File: config.mk
export PLATFORM = sky130hd
export DESIGN_NAME = cmp_seq_unit
export DESIGN_NICKNAME = d
export VERILOG_FILES = /design/src/rtl/cmp_seq_unit.sv
export SDC_FILE = /design/constraint.sdc
export NUM_CORES = 1
export LEC_CHECK = 0
export BUFFER_PORTS_ARGS = -buffer_cell sky130_fd_sc_hd__buf_2
export CAP_MARGIN = 10
export CORE_ASPECT_RATIO = 1.5
export CORE_MARGIN = 3
export CORE_UTILIZATION = 49
export DETAILED_ROUTE_END_ITERATION = 10
export PLACE_DENSITY = 0.81
export SYNTH_ARGS = -nofsm -noshare
export SYNTH_HDL_FRONTEND = slang
export SYNTH_SLANG_ARGS = --single-unit
File: constraint.sdc
create_clock -name clk -period 2.6 [get_ports clk]
set_input_delay 0.52 -clock clk [delete_from_list [all_inputs] [get_ports clk]]
set_output_delay 0.52 -clock clk [all_outputs]
set_load 0.1 [all_outputs]
File: src/rtl/cmp_seq_unit.sv
// Multi-word relational compare, most-significant word first, with a single
// registered result stage and valid/ready on both sides.
module cmp_seq_unit #(
   parameter int WIDTH     = 8,
   parameter int MAX_BEATS = 4
) (
   input  logic             clk,
   input  logic             reset,
   input  logic             in_valid,
   output logic             in_ready,
   input  logic [WIDTH-1:0] in_a,
   input  logic [WIDTH-1:0] in_b,
   input  logic [2:0]       in_op,
   input  logic             in_signed,
   input  logic             in_last,
   output logic             out_valid,
   input  logic             out_ready,
   output logic             out_res,
   output logic             out_lt,
   output logic             out_eq,
   output logic             out_gt,
   output logic             out_err
);

   localparam int CW = $clog2(MAX_BEATS + 1);

   localparam logic [2:0] OP_EQ = 3'd0;
   localparam logic [2:0] OP_NE = 3'd1;
   localparam logic [2:0] OP_GT = 3'd2;
   localparam logic [2:0] OP_GE = 3'd3;
   localparam logic [2:0] OP_LT = 3'd4;
   localparam logic [2:0] OP_LE = 3'd5;

   typedef enum logic {FIRST, REST} state_t;

   state_t          state_q;
   logic [CW-1:0]   cnt_q, cnt_d;
   logic [2:0]      op_q, op_d;
   logic            dlt_q, dlt_d, dgt_q, dgt_d;
   logic            valid_q, res_q, lt_q, eq_q, gt_q, err_q;

   logic            accept, word_signed, w_lt, w_gt;
   logic            overrun, finish, eq_d, res_d, reserved_d;

   assign in_ready = !valid_q || out_ready;
   assign accept   = in_valid && in_ready;

   // Only the most-significant word carries the sign, so signedness is
   // taken straight from the first beat and never needs storing.
   assign word_signed = (state_q == FIRST) && in_signed;
   assign w_lt = word_signed ? ($signed(in_a) < $signed(in_b)) : (in_a < in_b);
   assign w_gt = word_signed ? ($signed(in_a) > $signed(in_b)) : (in_a > in_b);

   // NOTE: every output of this block gets a default first, so no latch is inferred.
   always_comb begin
      dlt_d = dlt_q;
      dgt_d = dgt_q;
      cnt_d = cnt_q;
      op_d  = op_q;
      if (state_q == FIRST) begin
         dlt_d = w_lt;
         dgt_d = w_gt;
         cnt_d = CW'(1);
         op_d  = in_op;
      end else begin
         if (!(dlt_q || dgt_q)) begin
            dlt_d = w_lt;
            dgt_d = w_gt;
         end
         cnt_d = cnt_q + 1'b1;
      end
      overrun    = !in_last && (cnt_d == CW'(MAX_BEATS));
      finish     = in_last || overrun;
      eq_d       = !(dlt_d || dgt_d);
      reserved_d = 1'b0;
      case (op_d)
         OP_EQ:   res_d = eq_d;
         OP_NE:   res_d = !eq_d;
         OP_GT:   res_d = dgt_d;
         OP_GE:   res_d = dgt_d || eq_d;
         OP_LT:   res_d = dlt_d;
         OP_LE:   res_d = dlt_d || eq_d;
         default: begin
            res_d      = 1'b0;
            reserved_d = 1'b1;
         end
      endcase
   end

   // NOTE: sequential state is updated with non-blocking assignments only.
   always_ff @(posedge clk) begin
      if (reset) begin
         state_q <= FIRST;
         cnt_q   <= '0;
         op_q    <= '0;
         dlt_q   <= 1'b0;
         dgt_q   <= 1'b0;
         valid_q <= 1'b0;
         res_q   <= 1'b0;
         lt_q    <= 1'b0;
         eq_q    <= 1'b0;
         gt_q    <= 1'b0;
         err_q   <= 1'b0;
      end else begin
         if (accept) begin
            dlt_q   <= dlt_d;
            dgt_q   <= dgt_d;
            cnt_q   <= cnt_d;
            op_q    <= op_d;
            state_q <= finish ? FIRST : REST;
         end
         // A finishing beat can only be accepted when the old result is gone
         // or leaving this cycle, so loading here never drops a result.
         if (accept && finish) begin
            valid_q <= 1'b1;
            res_q   <= res_d;
            lt_q    <= dlt_d;
            gt_q    <= dgt_d;
            eq_q    <= eq_d;
            err_q   <= reserved_d || overrun;
         end else if (valid_q && out_ready) begin
            valid_q <= 1'b0;
         end
      end
   end

   assign out_valid = valid_q;
   assign out_res   = res_q;
   assign out_lt    = lt_q;
   assign out_eq    = eq_q;
   assign out_gt    = gt_q;
   assign out_err   = err_q;

endmodule

-- Yosys cells after proc, flatten, opt, wreduce, memory -nomap -nowiden
Index checks and enable logic that the tools add are counted.
- flip-flop bits (word level): 15
- latch bits: 0
- memory bits (writable): 0
- memory bits (read-only): 0
- input bits: 25
- output and inout port bits: 7
- logic and storage cells: 54
- memories: 0
- $add $sub $neg: 1
- multipliers: 0
- divide/modulo/power cells: 0
- order comparisons: 4
- equal/unequal tests: 6
- shifts and indexed selects: 0
- multiplexer cells: 13
- bitwise operators: 1
- reduce and logical (&&, ||, !) cells: 18
- operators with widths (operator ; number):
    $gt A8 B8 Y1 ; 2
    $lt A8 B8 Y1 ; 2
    $mux W1 ; 10
    $eq A3 B3 Y1 const B ; 3
    $logic_or A1 B1 Y1 ; 7
    $eq A3 B2 Y1 const B ; 2
    $mux W3 ; 2
    $pmux W1 S6 ; 1
    $reduce_or A6 Y1 ; 1
    $logic_and A1 B1 Y1 ; 5
    $add A3 B1 Y3 const B ; 1
    $eq A3 B1 Y1 const B ; 1
    $logic_not A1 Y1 ; 3
    $logic_not A3 Y1 ; 1
    $reduce_bool A2 Y1 ; 1
    $not A1 Y1 ; 1

-- Logic depth before layout (Yosys ltp)
Gate-level depths: netlist of run 1.
- depth after elaboration: 9
- mapped depth: 8
- depth with buffers taken out: 8

-- Least setup slack after synthesis of run 1
No wires, ideal clock.
- path kind: register to register
- start: register valid_q (netlist: out_valid)
- end: register res_q (netlist: out_res)
- library setup time: 0.087 ns
- arrival time: 2.984 ns
- data required time: 2.513 ns
- path slack: -0.471 ns
- cell stages (with the launch flop): 8
- path buffers: 2
- period minus slack after synthesis: 3.071 ns
- cell sequence: dfxtp_1 -> nand2b_1 -> and2_1 -> clkbuf_1 -> and2_1 -> clkbuf_1 -> a311o_1 -> o31ai_1
- cells in the longest elaborated chain, start to end: 4
- ends and longest elaborated chain (element ; line ; RTL):
    from (decl) ; 40 ; logic valid_q, res_q, lt_q, eq_q, gt_q, err_q;
    from (signal assigned) ; 98 ; valid_q <= 1'b0;
    from (signal assigned) ; 115 ; valid_q <= 1'b1;
    from (signal assigned) ; 122 ; valid_q <= 1'b0;
    $logic_not A1 Y1 ; 45 ; assign in_ready = !valid_q || out_ready;
    $logic_or A1 B1 Y1 ; 45 ;
    net in_ready ; 10 ; output logic in_ready,
    $logic_and A1 B1 Y1 ; 46 ; assign accept = in_valid && in_ready;
    $logic_and A1 B1 Y1 ; 114 ; if (accept && finish) begin
    to (signal assigned) ; 116 ; res_q <= res_d;
    to (decl) ; 40 ;
The timed path passes the listed nets, and every way through them passes these cells.
A chain may end at the register's enable or synchronous reset.

-- Final worst setup path of run 1
- start: input in_a[1]
- end: register lt_q (netlist: out_lt)
- cells in the longest elaborated chain, start to end: 4
- elaborated cells on any way between the ends: 5
- classes of those cells: order compare (2); mux (3)
- ends and longest elaborated chain (element ; line ; RTL):
    from (decl) ; 11 ; input logic [WIDTH-1:0] in_a,
    $lt A8 B8 Y1 ; 51 ; assign w_lt = word_signed ? ($signed(in_a) < $signed(in_b)) : (in_a < in_b);
    $mux W1 (*) ; 51 ;
    $mux W1 ; 66 ; if (!(dlt_q || dgt_q)) begin
    $mux W1 (*) ; 60 ; if (state_q == FIRST) begin
    to (signal assigned) ; 117 ; lt_q <= dlt_d;
    to (decl) ; 40 ;
Every way passes the cells marked *; elsewhere a longest branch is shown, timed or not.

==> results of run 1 <==
[per-stage QoR]
| step | hold slack [ns] | std cells | setup WS, ns | cell area (um^2) | util, % |
|---|---|---|---|---|---|
| after floorplan | 0.436 | 125 | 0.307 | 1000 | - |
| after global placement | 0.439 | 171 | 0.278 | 1150 | 61.4 |
| after detailed placement | 0.454 | 171 | 0.199 | 1150 | 61.4 |
| after CTS | 0.467 | 175 | 0.502 | 1180 | 62.8 |
| after global routing | 0.493 | 175 | 0.357 | 1180 | 62.8 |
| final | 0.460 | 175 | 0.504 | 1180 | 62.8 |
[layout by cell type, fill, tap and decap left out, types with 2 or more instances in the layout]
cell type and n:
mux2i_1 3, nand4_1 2, clkbuf_4 3, nand4b_1 2, a311o_1 2, and2_1 3, nor2b_1 3, buf_2 31
nor2_1 14, nand2b_1 2, o211ai_1 5, dfxtp_1 14, ha_1 9, inv_1 10, nand2_1 9, a21oi_1 13
o21ai_0 7, nand3_1 3, a211oi_1 3
[kinds of logic after synthesis]
| kind of cell | synth area share (%) |
|---|---|
| AOI/OAI and AO/OA | 23.2 |
| DFF | 30.1 |
| buffers and inverters | 6.78 |
| muxes | 4.14 |
| adders and majority gates | 11.3 |
| xor gates and xnor gates | 1.76 |
| and+or+nand+nor | 22.7 |
[worst paths after layout]
check                              from                     to  slack (ns)  cells after the start
setup / recovery                in_a[1]    out_lt$_SDFFE_PP0P_        0.50                      8
hold reg to reg   cnt_q[1]$_SDFFE_PP0P_  cnt_q[1]$_SDFFE_PP0P_        0.46                      2
setup reg to reg   state_q$_SDFFE_PP0P_    out_lt$_SDFFE_PP0P_        0.50                      5
hold / removal    cnt_q[1]$_SDFFE_PP0P_  cnt_q[1]$_SDFFE_PP0P_        0.46                      2
[flip-flops by register name, indices dropped and copies added (netlist names)]
signal     count
out_valid      1
op_q           3
out_res        1
out_eq         1
out_lt         1
dgt_q          1
out_gt         1
cnt_q          3
state_q        1
out_err        1
dlt_q          1
[routing by layer]
| layer | track usage [%] | part of all wire (%) | up-vias |
|---|---|---|---|
| li1 | - | - | 502 |
| met1 | 19.9 | 39 | 461 |
| met2 | 37.1 | 54 | 31 |
| met3 | 2.05 | 4.9 | 5 |
| met4 | 9.78 | 2.0 | 0 |
| met5 | 0 | 0 | - |
[final cells by class]
class,count,share of cell area (%)
flip-flops and latches,15,25.6
inverters,10,3.18
repair buffers,31,13.1
well taps,21,2.23
multi-input cells,94,53.6
clock buffers,3,1.91
clock inverters,1,0.424
[where the power goes]
group          total (mW)  internal [mW]  switching (mW)  leakage, nW
clock               0.139         0.0575          0.0812       0.0177
combinational       0.174         0.0613           0.113        0.419
sequential          0.259          0.245          0.0146        0.124
[critical path, cell delays in order]
cell      delay, ns
buf_2          0.10
ha_1           0.29
nor2b_1        0.13
o211ai_1       0.18
a221oi_1       0.11
a311o_1        0.45
or3_1          0.40
a21oi_1        0.15
==> metrics.txt, run 1 <==
chip height 61.3 um; Worst Tran Pin Value 0.687 ns; Final Setup Violations 0; gpl congestion 0.792; clock sink count 15; CP required 2.83 ns; sequential cell area 302 um^2; multi-input combinational cell area 632 um^2; clock root cell clkbuf_4; Max clock buf depth 2; RSZ-0062 raised after global routing no; status completed; final hold vios 0; PwrDens 485 nW/um^2; Post-DRT Antenna Nets 0; worst skew pair latency 0.30 ns; Worst-path clk slew 0.09 ns; # Post-CTS Setup Buffers 0; CTS Hold Bufs 0; core area 1880 um^2; maximum vdd drop 466 uV; largest net degree at the start of global routing 19; CTS tree built; Vias 999; Yosys cell types 32; EDFF count, synth 0; mapped cell area 997 um^2; hold crit path type reg -> reg; Routed wire per std cell 13.2 um; sequential-to-total area share from yosys stat 30.1%; critical path launch point type primary input; share of cells above drive strength 1 26.0%; fin. max-slew vios 0; area growth from synthesis to layout 18.3%; drt pass-1 iters 4; most numerous cell in the Yosys netlist dfxtp_1; asr flop ratio synth 0%; number of inserted diodes 0; MaxCap Viol Count 0; Ys Warns 0; Die W 42.8 um; Initial Util 53.1%; Yosys top cell by area dfxtp_1; Max Fclk 0.477 GHz; setup TNS 0 ns; Synth top area share 30.1%; gr usage total 19.1%; Fillers 178; first-pass GRT wire length 3.84 mm; Die Footprint 2620 um^2; via count of the first global-routing pass 960; Total Wirelength 2.30 mm; initial antenna violation count 0; Ports 32; Arr. time, crit path 2.33 ns; Synth Net Count 159; top_reg_cell synth dfxtp_1; Post-synth top cells dfxtp_1, nor2_1, a21oi_1, inv_1; #FFs+latches synth 15; DPL Wire Length 1.76 mm; Via density 5.71; global route overflow 0; Layout Nets 189; CP Capture Type register; top area cells in the synthesized netlist dfxtp_1, ha_1, a21oi_1; Residual DRC 0; fin crit share 80.6%; Cell Rows 19; PortBufs 31; Synth Instances 125; CTS Buf Count 3; CP max FO 8; final clock skew 0.00124 ns; number of cells upsized or downsized after cts 0; PnR Total Power 0.572 mW; initial drt markers 20; Setup CP Type in -> reg; Mapped Avg Cell Area 7.98 um^2; Leakage 0.561 nW; Slew headroom 54.2%; H-tree depth 1; crit path time final 2.10 ns
No activity file was read; power rests on OpenSTA's default activity.
==> run 2, diff against run 1 <==
Clock period 2.6 ns to 2.1 ns, I/O delays scaled along.
==> metrics.txt, run 2 (synthesis results as in run 1) <==
min setup slack post-route 0.189 ns (-0.315 ns); number of cells on the worst reg-to-reg path 5 (unchanged); first-pass GRT wire length 4.01 mm (+4.5%); CP Capture Type register; Routed wire per std cell 12.9 um (-1.7%); critical path launch point type register; Via density 5.68 (-0.57%); Layout Nets 196 (+3.7%); via count of the first global-routing pass 995 (+3.6%); final design utilization 66.2% (+3.3 points); Hold Slack 0.390 ns (-0.0698 ns); PortBufs 31 (unchanged); Max Fclk 0.523 GHz; Die Footprint 2620 um^2 (unchanged); CTS tree built; CTS Buf Count 3 (unchanged); CP required 2.31 ns (-0.52 ns); clock root cell clkbuf_4; largest registers cnt_q: 3 flops, op_q: 3 flops; chip height 61.3 um (unchanged); Setup CP Type reg -> reg; hold path endpoint op_q[2]$_SDFFE_PP0P_; Arr. time, crit path 2.12 ns (-0.21 ns); hold crit path type in -> reg; Max clock buf depth 2 (unchanged); Min-Delay Path Depth 3 (+1); Post-DRT Antenna Nets 0 (unchanged); crit path time final 1.91 ns; H-tree depth 1 (unchanged); PnR Total Power 0.722 mW (+26%); Worst-path clk slew 0.09 ns (about the same); Final Setup Violations 0 (unchanged); Total Wirelength 2.35 mm (+2.3%); Slew headroom 65.2% (+11 points); Hold Path Origin in_op[2]; dpl cells 178 (+4.1%); status completed; fin crit share 91.0%; MaxCap Viol Count 0 (unchanged); core area 1880 um^2 (unchanged); CP max FO 13 (+5); clock sink count 15 (unchanged); largest net degree at the start of global routing 17 (-2); Ports 32 (unchanged); DPL Wire Length 1.89 mm (+7.5%); most frequent cells in the layout buf_2, nor2_1, dfxtp_1, a21oi_1, inv_1; gr usage total 19.7% (+0.65 points); final clock skew 0.00114 ns (-0.000102 ns); Residual DRC 0 (unchanged); maximum vdd drop 425 uV (-8.8%); share of cells above drive strength 1 29.8% (+3.8 points); Die W 42.8 um (unchanged); Worst Tran Pin Value 0.522 ns (-0.165 ns); worst skew pair latency 0.29 ns (about the same); Initial Util 53.1% (unchanged); initial antenna violation count 0 (unchanged); R2R Setup Slk 0.19 ns (-0.31 ns); worst slack at placement -0.137 ns (-0.337 ns); Vias 1,033 (+3.4%); most common cell after layout, fill and taps aside buf_2; gpl congestion 0.816 (+3.1%); drt pass-1 iters 4 (unchanged); number of inserted diodes 0 (unchanged); initial drt markers 21 (+5.0%); global route overflow 0 (unchanged); Cell Rows 19 (unchanged); Critical R2R Capture out_res$_SDFFE_PP0P_; Critical R2R Launch state_q$_SDFFE_PP0P_; Leakage 0.601 nW (+7.2%); final non-filler cell total 182 (+4.0%); RSZ-0062 raised after global routing no; PwrDens 581 nW/um^2 (+20%); final hold vios 0 (unchanged); fin. max-slew vios 0 (unchanged); area growth from synthesis to layout 24.6%
-- run 2: cell types whose count changed in the layout (fill, tap and decap cells not counted) --
| cell | change |
|---|---|
| nand2b_4 | +1 |
| o31ai_2 | +1 |
| o31ai_1 | -1 |
| nand2b_2 | -1 |
| buf_4 | +7 |
-- run 2: routing by layer --
layer | part of all wire (%) | GRT usage, % | vias to the layer above
li1 | - | - | 519
met1 | 39 | 20.4 | 484
met2 | 55 | 39.7 | 26
met3 | 4.8 | 2.92 | 4
met4 | 1.2 | 6.67 | 0
met5 | 0 | 0 | -
-- run 2: layout make-up --
cell class	count	area, um^2
Clock buffer	3	22.5
Clock inverter	1	5.00
Fill cell	181	636
Inverter	10	37.5
Multi-Input combinational cell	94	642
Sequential cell	15	302
Tap cell	21	26.3
Timing Repair Buffer	38	208
-- run 2: power by group --
part	switching, mW	leakage, nW	internal, mW
sequential	0.0170	0.124	0.303
clock	0.0964	0.0177	0.0709
combinational	0.145	0.460	0.0891
-- run 2: worst max path at each step --
stage,endpoint,depth (start not counted),start
floorplan,out_res$_SDFFE_PP0P_,7,out_valid$_SDFFE_PP0P_
global placement,out_res$_SDFFE_PP0P_,9,in_a[1]
detailed placement,out_res$_SDFFE_PP0P_,10,in_b[1]
CTS,out_res$_SDFFE_PP0P_,10,in_b[1]
global route,out_res$_SDFFE_PP0P_,6,state_q$_SDFFE_PP0P_
finish,out_res$_SDFFE_PP0P_,5,state_q$_SDFFE_PP0P_
-- run 2: through the flow --
step           setup TNS (ns)  instance area (um^2)
3_5_place_dp           -0.231                  1210
2_1_floorplan               0                  1010
4_1_cts                     0                  1240
3_3_place_gp          -0.0761                  1210
5_1_grt                     0                  1240
6_report                    0                  1240
-- run 2: timing repair --
action	in CTS	in global routing
setup buffers	0	0
setup endpoints to repair	0	1
gates resized for setup	0	1
hold buffers	0	0
-- run 2: worst max-delay path: stages, from the launching register on --
cell and delay, ns:
dfxtp_1 0.66, mux2_2 0.45, o211ai_1 0.21, o21ai_0 0.11
a311o_1 0.34, o31ai_2 0.06
==> run 3, diff against run 2 <==
Settings changed: CORE_UTILIZATION 49 to 47, CTS_BUF_LIST from default to sky130_fd_sc_hd__clkbuf_8, PLACE_DENSITY 0.81 to 0.76.
Clock period 2.1 ns to 1.7 ns, I/O delays scaled along.
==> metrics.txt, run 3 (synthesis results as in run 1) <==
status complete, but fails checks; failing checks setup timing; drt pass-1 iters 4 (unchanged); via count of the first global-routing pass 1,047 (+5.2%); min setup slack post-route -0.0337 ns (-0.223 ns); Net Sw Frac 33.1% (-2.7 points); Die W 43.6 um (+1.8%); worst skew pair latency 0.25 ns (-0.04 ns); Via density 5.46 (-3.9%); Fillers 155 (-14%); initial antenna violation count 0 (unchanged); hold crit path type in -> reg; fin. max-slew vios 0 (unchanged); PnR Total Power 1.01 mW (+40%); end point of the critical path out_lt$_SDFFE_PP0P_; Die Footprint 2720 um^2 (+3.7%); gpl congestion 0.859 (+5.3%); Initial Util 51.8% (-1.3 points); Psw 0.335 mW (+30%); clock root cell clkbuf_8; Post-DRT Antenna Nets 0 (unchanged); global route overflow 0 (unchanged); Residual DRC 0 (unchanged); Int Power 0.677 mW (+46%); Arr. time, crit path 1.92 ns (-0.20 ns); most frequent cells in the layout buf_2, buf_4, nor2_1, a21oi_1, dfxtp_1; chip height 62.4 um (+1.9%); crit path time final 1.73 ns; Reg power frac 38.3% (-6.1 points); core area 1930 um^2 (+2.5%); MaxCap Viol Count 0 (unchanged); final instance area 1420 um^2 (+14%); worst slack at placement -0.398 ns (-0.261 ns); maximum vdd drop 681 uV (+60%); Leakage 0.674 nW (+12%); RSZ-0062 raised after global routing yes; Ports 32 (unchanged); CTS Buf Count 3 (unchanged); H-tree depth 1 (unchanged); Max clock buf depth 2 (unchanged); Max Fclk 0.577 GHz; Critical R2R Capture out_res$_SDFFE_PP0P_; area growth from synthesis to layout 42.0%; R2R Setup Slk -0.03 ns (-0.22 ns); gr usage total 19.2% (-0.54 points); final clock skew 0.00170 ns (+0.000555 ns); most common cell after layout, fill and taps aside buf_2; Placed Area 1330 um^2 (+9.9%); PwrDens 715 nW/um^2 (+23%); Cell Rows 19 (unchanged); Vias 1,053 (+1.9%); final hold vios 0 (unchanged); Clock power frac 28.5% (+5.3 points); Comb pwr share 33.2% (+0.7 points); Critical R2R Launch state_q$_SDFFE_PP0P_; Worst-path clk slew 0.06 ns (-0.03 ns); CTS tree built; CP max FO 8 (-5); Worst Tran Pin Value 0.487 ns (-0.0350 ns); CP startpoint in_b[7]; PortBufs 31 (unchanged); largest net degree at the start of global routing 17 (unchanged); CP Capture Type register; Slew headroom 67.8% (+2.6 points); Layout Nets 207 (+5.6%); Routed wire per std cell 12.2 um (-5.6%); Setup CP Type in -> reg; first-pass GRT wire length 4.09 mm (+2.1%); CP required 1.88 ns (-0.43 ns); largest registers cnt_q: 3 flops, op_q: 3 flops; initial drt markers 10 (-52%); Total Wirelength 2.36 mm (+0.13%); number of inserted diodes 0 (unchanged); Final Setup Violations 2 (+2); number of cells on the worst reg-to-reg path 6 (+1); DPL Wire Length 1.91 mm (+0.86%); CTS Hold Bufs 0 (unchanged); clock sink count 15 (unchanged); fin crit share 102%; share of cells above drive strength 1 39.5% (+9.7 points); critical path launch point type primary input
-- run 3: critical path: stages --
cell and delay [ns]:
buf_2 0.09, inv_1 0.07, ha_4 0.21, nor2_2 0.12, o21ai_0 0.08, o211a_1 0.14
a311o_2 0.42, or3_1 0.32, a21oi_1 0.12
-- run 3: worst min-delay path by stage --
stage / start / to / slack (ns) / cells after the start
floorplan: reset / out_gt$_SDFFE_PP0P_ / 0.41 / 1
detailed placement: out_eq$_SDFFE_PP0P_ / out_eq$_SDFFE_PP0P_ / 0.45 / 2
global placement: cnt_q[1]$_SDFFE_PP0P_ / cnt_q[1]$_SDFFE_PP0P_ / 0.45 / 2
global route: out_ready / out_valid$_SDFFE_PP0P_ / 0.39 / 3
CTS: in_op[2] / op_q[2]$_SDFFE_PP0P_ / 0.34 / 3
finish: in_op[2] / op_q[2]$_SDFFE_PP0P_ / 0.35 / 3
-- run 3: routing by layer --
metal	share of wire (%)	GRT usage [%]	vias up
li1	-	-	540
met1	39	18.3	477
met2	53	35.4	29
met3	5.9	3.46	7
met4	2.8	11.3	0
met5	0	0	-
-- run 3: power groups by stage --
| stage | clock, mW | combinational (mW) | sequential, mW |
|---|---|---|---|
| after global placement | 0 | 0.314 | 0.394 |
| after global routing | 0.308 | 0.373 | 0.390 |
| final | 0.288 | 0.336 | 0.388 |
| after floorplan | 0 | 0.158 | 0.457 |
| after CTS | 0.296 | 0.327 | 0.388 |
| after detailed placement | 0 | 0.323 | 0.395 |
-- run 3: what timing repair did --
| item | CTS | global route |
|---|---|---|
| endpoints found under the setup margin | 4 | 7 |
| pin swaps | 6 | 2 |
| buffers inserted | 0 | 2 |
| gates resized for setup | 5 | 5 |
| hold endpoints to repair | 0 | 0 |
-- run 3: layout make-up --
class	instances	area, um^2	share of cell area, %
tap	21	26.3	1.86
multi-input combinational	94	688	48.6
clock buffer	3	41.3	2.92
timing repair buffer	49	300	21.2
inverter	10	50.0	3.53
sequential	15	305	21.6
clock inverter	1	5.00	0.353
-- run 3: through the flow --
step	std cells	setup TNS, ns	hold slack (ns)	utilization [%]
CTS	191	-0.128	0.344	72.1
finish	193	-0.0671	0.350	73.6
global route	193	-0.381	0.391	73.6
detailed placement	187	-1.79	0.448	69.1
global placement	187	-1.56	0.445	69.1
floorplan	125	-0.254	0.412	-
